==> src/rtl/mem_req_arbiter.sv <==
// Round-robin arbiter that funnels NUM_PORTS requesters onto a single memory
// request interface. One transaction at a time; responses are routed back to the issuing port.
module mem_req_arbiter #(
  parameter int unsigned NUM_PORTS = 4,
  parameter int unsigned TIMEOUT   = 255
) (
  input  logic                      clk,
  input  logic                      reset,
  input  logic [NUM_PORTS-1:0]      p_valid,
  output logic [NUM_PORTS-1:0]      p_ready,
  input  logic [NUM_PORTS-1:0]      p_write,
  input  logic [4*NUM_PORTS-1:0]    p_id,
  input  logic [32*NUM_PORTS-1:0]   p_addr,
  input  logic [8*NUM_PORTS-1:0]    p_byte_en,
  input  logic [64*NUM_PORTS-1:0]   p_wdata,
  output logic [NUM_PORTS-1:0]      p_rsp_valid,
  output logic                      p_rsp_write,
  output logic [3:0]                p_rsp_id,
  output logic [63:0]               p_rsp_rdata,
  output logic                      p_rsp_err,
  output logic                      req_write,
  output logic                      req_read,
  output logic [3:0]                req_id,
  output logic [31:0]               req_addr,
  output logic [7:0]                req_byte_en,
  output logic [63:0]               req_write_data,
  input  logic                      rsp_write,
  input  logic                      rsp_read,
  input  logic [3:0]                rsp_id,
  input  logic [63:0]               rsp_read_data,
  input  logic                      mem_ready,
  output logic                      id_err,
  output logic                      timeout_err
);

  localparam int unsigned IDW = 4;
  localparam int unsigned AW  = 32;
  localparam int unsigned BEW = 8;
  localparam int unsigned DW  = 64;
  localparam int unsigned PW  = (NUM_PORTS > 1) ? $clog2(NUM_PORTS) : 1;
  localparam int unsigned CW  = 16;

  typedef enum logic [1:0] {
    IDLE     = 2'd0,
    ISSUE    = 2'd1,
    WAIT_RSP = 2'd2
  } state_t;

  state_t          state;
  state_t          state_d;
  logic [PW-1:0]   rr_ptr;
  logic [PW-1:0]   grant_idx;
  logic            grant_any;
  logic            grant_fire;
  logic [PW-1:0]   own_port;
  logic [IDW-1:0]  own_id;
  logic [CW-1:0]   wait_cnt;
  logic            issue_done;
  logic            rsp_hit;
  logic            timeout_hit;

  // Port index base+off, wrapped into 0..NUM_PORTS-1
  function automatic logic [PW-1:0] wrap_idx(input logic [PW-1:0] base, input int unsigned off);
    int unsigned s;
    s = 32'(base) + off;
    if (s >= NUM_PORTS) s = s - NUM_PORTS;
    return PW'(s);
  endfunction

  // First valid port after the last winner
  always_comb begin
    grant_any = 1'b0;
    grant_idx = '0;
    for (int unsigned k = 1; k <= NUM_PORTS; k++) begin
      if (!grant_any && p_valid[wrap_idx(rr_ptr, k)]) begin
        grant_any = 1'b1;
        grant_idx = wrap_idx(rr_ptr, k);
      end
    end
  end

  assign grant_fire = (state == IDLE) && grant_any;

  // Accept is combinational so the requester sees it in its request cycle
  always_comb begin
    p_ready = '0;
    if (reset && grant_fire) p_ready[grant_idx] = 1'b1;
  end

  always_ff @(posedge clk or negedge reset) begin
    if (!reset) state <= IDLE;
    else        state <= state_d;
  end

  // A response in the final wait cycle takes priority over the timeout
  always_comb begin
    state_d     = state;
    issue_done  = 1'b0;
    rsp_hit     = 1'b0;
    timeout_hit = 1'b0;
    case (state)
      IDLE: begin
        if (grant_any) state_d = ISSUE;
      end
      ISSUE: begin
        if (mem_ready) begin
          issue_done = 1'b1;
          state_d    = WAIT_RSP;
        end
      end
      WAIT_RSP: begin
        if (rsp_write || rsp_read) begin
          rsp_hit = 1'b1;
          state_d = IDLE;
        end else if (wait_cnt == CW'(TIMEOUT - 1)) begin
          timeout_hit = 1'b1;
          state_d     = IDLE;
        end
      end
      default: state_d = IDLE;
    endcase
  end

  // Request capture; fields stay on the bus for the whole ISSUE state
  always_ff @(posedge clk or negedge reset) begin
    if (!reset) begin
      req_write      <= 1'b0;
      req_read       <= 1'b0;
      req_id         <= '0;
      req_addr       <= '0;
      req_byte_en    <= '0;
      req_write_data <= '0;
      own_port       <= '0;
      own_id         <= '0;
      rr_ptr         <= PW'(NUM_PORTS - 1);
    end else if (grant_fire) begin
      req_write      <= p_write[grant_idx];
      req_read       <= !p_write[grant_idx];
      req_id         <= IDW'(grant_idx);
      req_addr       <= p_addr[AW*32'(grant_idx) +: AW];
      req_byte_en    <= p_write[grant_idx] ? p_byte_en[BEW*32'(grant_idx) +: BEW] : '0;
      req_write_data <= p_write[grant_idx] ? p_wdata[DW*32'(grant_idx) +: DW] : '0;
      own_port       <= grant_idx;
      own_id         <= p_id[IDW*32'(grant_idx) +: IDW];
      rr_ptr         <= grant_idx;
    end else if (issue_done) begin
      req_write      <= 1'b0;
      req_read       <= 1'b0;
      req_id         <= '0;
      req_addr       <= '0;
      req_byte_en    <= '0;
      req_write_data <= '0;
    end
  end

  always_ff @(posedge clk or negedge reset) begin
    if (!reset)                                        wait_cnt <= '0;
    else if (state == WAIT_RSP && state_d == WAIT_RSP) wait_cnt <= wait_cnt + CW'(1);
    else                                               wait_cnt <= '0;
  end

  // One-cycle response strobe back to the owning port
  always_ff @(posedge clk or negedge reset) begin
    if (!reset) begin
      p_rsp_valid <= '0;
      p_rsp_write <= 1'b0;
      p_rsp_id    <= '0;
      p_rsp_rdata <= '0;
      p_rsp_err   <= 1'b0;
      id_err      <= 1'b0;
      timeout_err <= 1'b0;
    end else begin
      p_rsp_valid <= '0;
      p_rsp_write <= 1'b0;
      p_rsp_id    <= '0;
      p_rsp_rdata <= '0;
      p_rsp_err   <= 1'b0;
      if (rsp_hit) begin
        p_rsp_valid[own_port] <= 1'b1;
        p_rsp_write           <= rsp_write;
        p_rsp_id              <= own_id;
        p_rsp_rdata           <= rsp_write ? '0 : rsp_read_data;
        if (rsp_id != IDW'(own_port)) id_err <= 1'b1;
      end else if (timeout_hit) begin
        p_rsp_valid[own_port] <= 1'b1;
        p_rsp_id              <= own_id;
        p_rsp_err             <= 1'b1;
        timeout_err           <= 1'b1;
      end
    end
  end

endmodule

==> config.mk <==
export PLATFORM = sky130hd
export DESIGN_NAME = mem_req_arbiter
export DESIGN_NICKNAME = d
export VERILOG_FILES = /design/src/rtl/mem_req_arbiter.sv
export SDC_FILE = /design/constraint.sdc
export NUM_CORES = 1
export LEC_CHECK = 0
export CORE_AREA = 2 2 275 277
export CTS_BUF_LIST = sky130_fd_sc_hd__clkbuf_8
export CTS_CLUSTER_SIZE = 10
export DETAILED_ROUTE_END_ITERATION = 10
export DIE_AREA = 0 0 277 279
export PLACE_DENSITY_LB_ADDON = 0.15
export SETUP_SLACK_MARGIN = 0.05
export SLEW_MARGIN = 10
export SYNTH_ARGS = -nofsm -noshare
export SYNTH_HDL_FRONTEND = slang
export SYNTH_SLANG_ARGS = --single-unit
==> constraint.sdc <==
create_clock -name clk -period 5.3 [get_ports clk]
set_input_delay 0.795 -clock clk [delete_from_list [all_inputs] [get_ports clk]]
set_output_delay 0.795 -clock clk [all_outputs]
set_load 0.03 [all_outputs]
==> results.json <==
{
  "cp_top_family": "buffers and inverters",
  "core_um2": 74100,
  "setup_violations": 0,
  "cts_root_buffer": "clkbuf_8",
  "cp.required_ps": 4510,
  "final_nets": 2072,
  "synth_cells": 864,
  "overflow": 0,
  "fp.dieW_um": 277,
  "skew_ps": 18.8,
  "synth-xor-area-share_pct": 1.36,
  "synth_top_family_by_area": "multiplexers",
  "irDropWorstVdd_uv": 190,
  "yosysWarnings": 0,
  "period_minus_slack_ps": 3910,
  "synth-seq-cells": 210,
  "grt_first_pass_wirelength_um": 78200,
  "synthAdderAreaFrac_pct": 0.243,
  "avgRoutedWirePerCell_um": 21.7,
  "first_global_vias": 10900,
  "num_vias": 9901,
  "layout-drive-gt1-share_pct": 10.6,
  "worst_slack_ps": 1390,
  "portBuffers": 700,
  "max_freq_ghz": 0.256,
  "final_min_period_over_clock_period_pct": 73.8,
  "muxShareOfSynthArea_pct": 16.8,
  "leakagePower_nw": 8.02,
  "dp_slack_ps": 1360,
  "outcome": "finished clean",
  "worstMarginPinSlew_ps": 886,
  "whs_ps": 135,
  "die_y_um": 279,
  "grt_usage_pct": 13.9,
  "ys_types": 47,
  "drtIter0Drc": 376,
  "ys.flop_type": "dfrtp_1",
  "wirelength_um": 55600,
  "hp-class": "in -> async",
  "clk_path_buf_depth": 3,
  "ios": 703,
  "arrival_ps": 3110,
  "synth_largest_area_cell": "dfrtp_1",
  "fin_util_pct": 26.1,
  "area_growth_pct": 87.7,
  "critPathLaunchType": "input port",
  "worst-setup-path-type": "in -> out",
  "die_area_um2": 77300,
  "antenna_left": 0,
  "slew_viol_final": 0,
  "synth_edf_count": 0,
  "post_cts_buffers": 0,
  "synth_top_cells_by_area": "dfrtp_1 51%, mux4_2 16%, a22o_1 6.1%",
  "htreeDepth": 2,
  "cts_tree": "done",
  "cp_slowest_stage_delay_ps": 710,
  "critPathBufInv": 2,
  "maxSlewHeadroom_pct": 40.9,
  "drt_pass1_iterations": 4,
  "total_power_mw": 8.60,
  "syn_area_per_cell_um2": 11.9,
  "synth_area_um2": 10300,
  "async_reset_ff_share_pct": 100,
  "clk_pin_slew_ps": 60,
  "drc": 0,
  "critPathMaxFanout": 8,
  "synthSimpleGateAreaFrac_pct": 13.1,
  "insertion_delay_ps": 590,
  "synth_compound_area_share_pct": 13.4,
  "crit_top_cell": "clkdlybuf4s50_1",
  "viasPerCell": 3.87,
  "fill_cells": 7833,
  "yosysSeqAreaShare_pct": 51.1,
  "initial_utilization_pct": 13.9,
  "cts_resized": 0,
  "max-cap-violations": 0,
  "grt_start_max_net_pins": 76,
  "endpoint_kind": "output port",
  "place_congestion": 0.798,
  "fp-row-count": 100,
  "antenna_found_initial": 12,
  "hold_viol": 0,
  "synth_top_area_share_pct": 50.6,
  "hpwl_um": 43700,
  "numCtsBuffers": 44,
  "cts_sinks": 210,
  "hold_buffers": 0,
  "cellPowerDensity_nw_per_um2": 445,
  "cp_cell_sequence": "clkdlybuf4s50_1, or4_1, and2_1, nand3_1, nor2_1, clkdlybuf4s50_1",
  "rsz0062_at_grt": "no",
  "cpMaxStageDelayCell": "clkdlybuf4s50_1",
  "fin_setup_tns_ps": 0
}
-- worst paths after layout --
path	from	endpoint	slack [ps]	cells past startpoint
setup / recovery	p_valid[0]	p_ready[1]	1390	6
hold / removal	reset	p_rsp_rdata[6]	130	1
setup reg to reg	rr_ptr[1]	req_write_data[9]	2370	7
hold reg to reg	timeout_err	timeout_err	470	1
max in group asynchronous	reset	req_write_data[3]	3230	3
min in group clk	timeout_err	timeout_err	470	1
-- kinds of logic after synthesis --
family          after synthesis
fa+ha+maj                     2
other cells                   1
buf+inv                      74
simple gates                290
xor+xnor                     16
flops                       210
compound gates              188
mux                          83
-- cell type report --
| class | count | area [µm²] | area share, % |
|---|---|---|---|
| antenna | 5 | 12.5 | 0.0648 |
| clock buffer | 60 | 826 | 4.28 |
| clock inverter | 16 | 150 | 0.778 |
| inverter | 5 | 18.8 | 0.0972 |
| multi-input combinational | 581 | 4680 | 24.2 |
| sequential | 210 | 5260 | 27.2 |
| tap | 969 | 1210 | 6.28 |
| timing repair buffer | 715 | 7150 | 37.0 |
-- through the flow --
step	cell area, µm²	std cells
finish	19300	2561
global placement	18300	2480
floorplan	10300	865
detailed placement	18300	2480
global route	19300	2556
CTS	19300	2556
-- registers in the layout, indices dropped and copies added, names as in the netlist --
register        count
id_err              1
own_id              4
own_port            2
p_rsp_err           1
p_rsp_id            4
p_rsp_rdata        64
p_rsp_valid         4
p_rsp_write         1
req_addr           32
req_byte_en         8
req_id              2
req_read            1
req_write           1
req_write_data     64
rr_ptr              2
state               2
timeout_err         1
wait_cnt           16
-- cell usage after synthesis, drive strengths merged, types with 2 or more instances --
cell type,instances
o221ai,4
a211o,32
mux2i,11
nor3,3
xor2,11
inv,5
nor4,4
nand2b,2
and2,70
dfrtp,208
dfstp,2
a22o,72
nand2,151
and3,4
mux4,72
clkbuf,32
xnor2,5
ha,2
or2,3
nand3,9
buf,37
nor2b,2
nor2,33
o21ai,5
nand4,4
a21oi,67
-- metal layers --
metal,global-route usage (%),wire (µm)
met1,15.4,21200
met2,25.3,28700
met3,5.03,4490
met4,3.37,1180
met5,0,66
-- worst reg2reg max path, cell delays in order (launching register included) --
cell      delay (ps)
dfstp_2          610
a211oi_1         120
nor3_2           210
buf_4            560
nand2_2          150
o22ai_4          190
buf_4            720
a22o_1           280
-- where the power goes --
part	switching, mW	total [mW]	internal, mW
clock network	0.798	1.95	1.15
logic	2.42	4.33	1.91
registers	0.282	2.33	2.05
total	3.50	8.60	5.10
-- placed cells by master (no fill, tap or decap), drive strengths merged, types with 2 or more instances in the layout --
cell type / instances
mux4: 72
clkdlybuf4s50: 699
o21ai: 5
a22o: 72
nor4: 4
conb: 2
and3: 4
nor2: 33
ha: 2
dfrtp: 208
mux2i: 11
inv: 15
clkbuf: 60
nor2b: 2
nand2b: 2
o221ai: 4
nand3: 9
buf: 16
bufinv: 3
nand2: 151
xor2: 11
a211o: 32
dfstp: 2
or2: 3
xnor2: 5
diode: 5
clkinv: 2
nand4: 4
a21oi: 67
nor3: 3
and2: 70
Note: power is estimated with default switching activity, not from simulation.
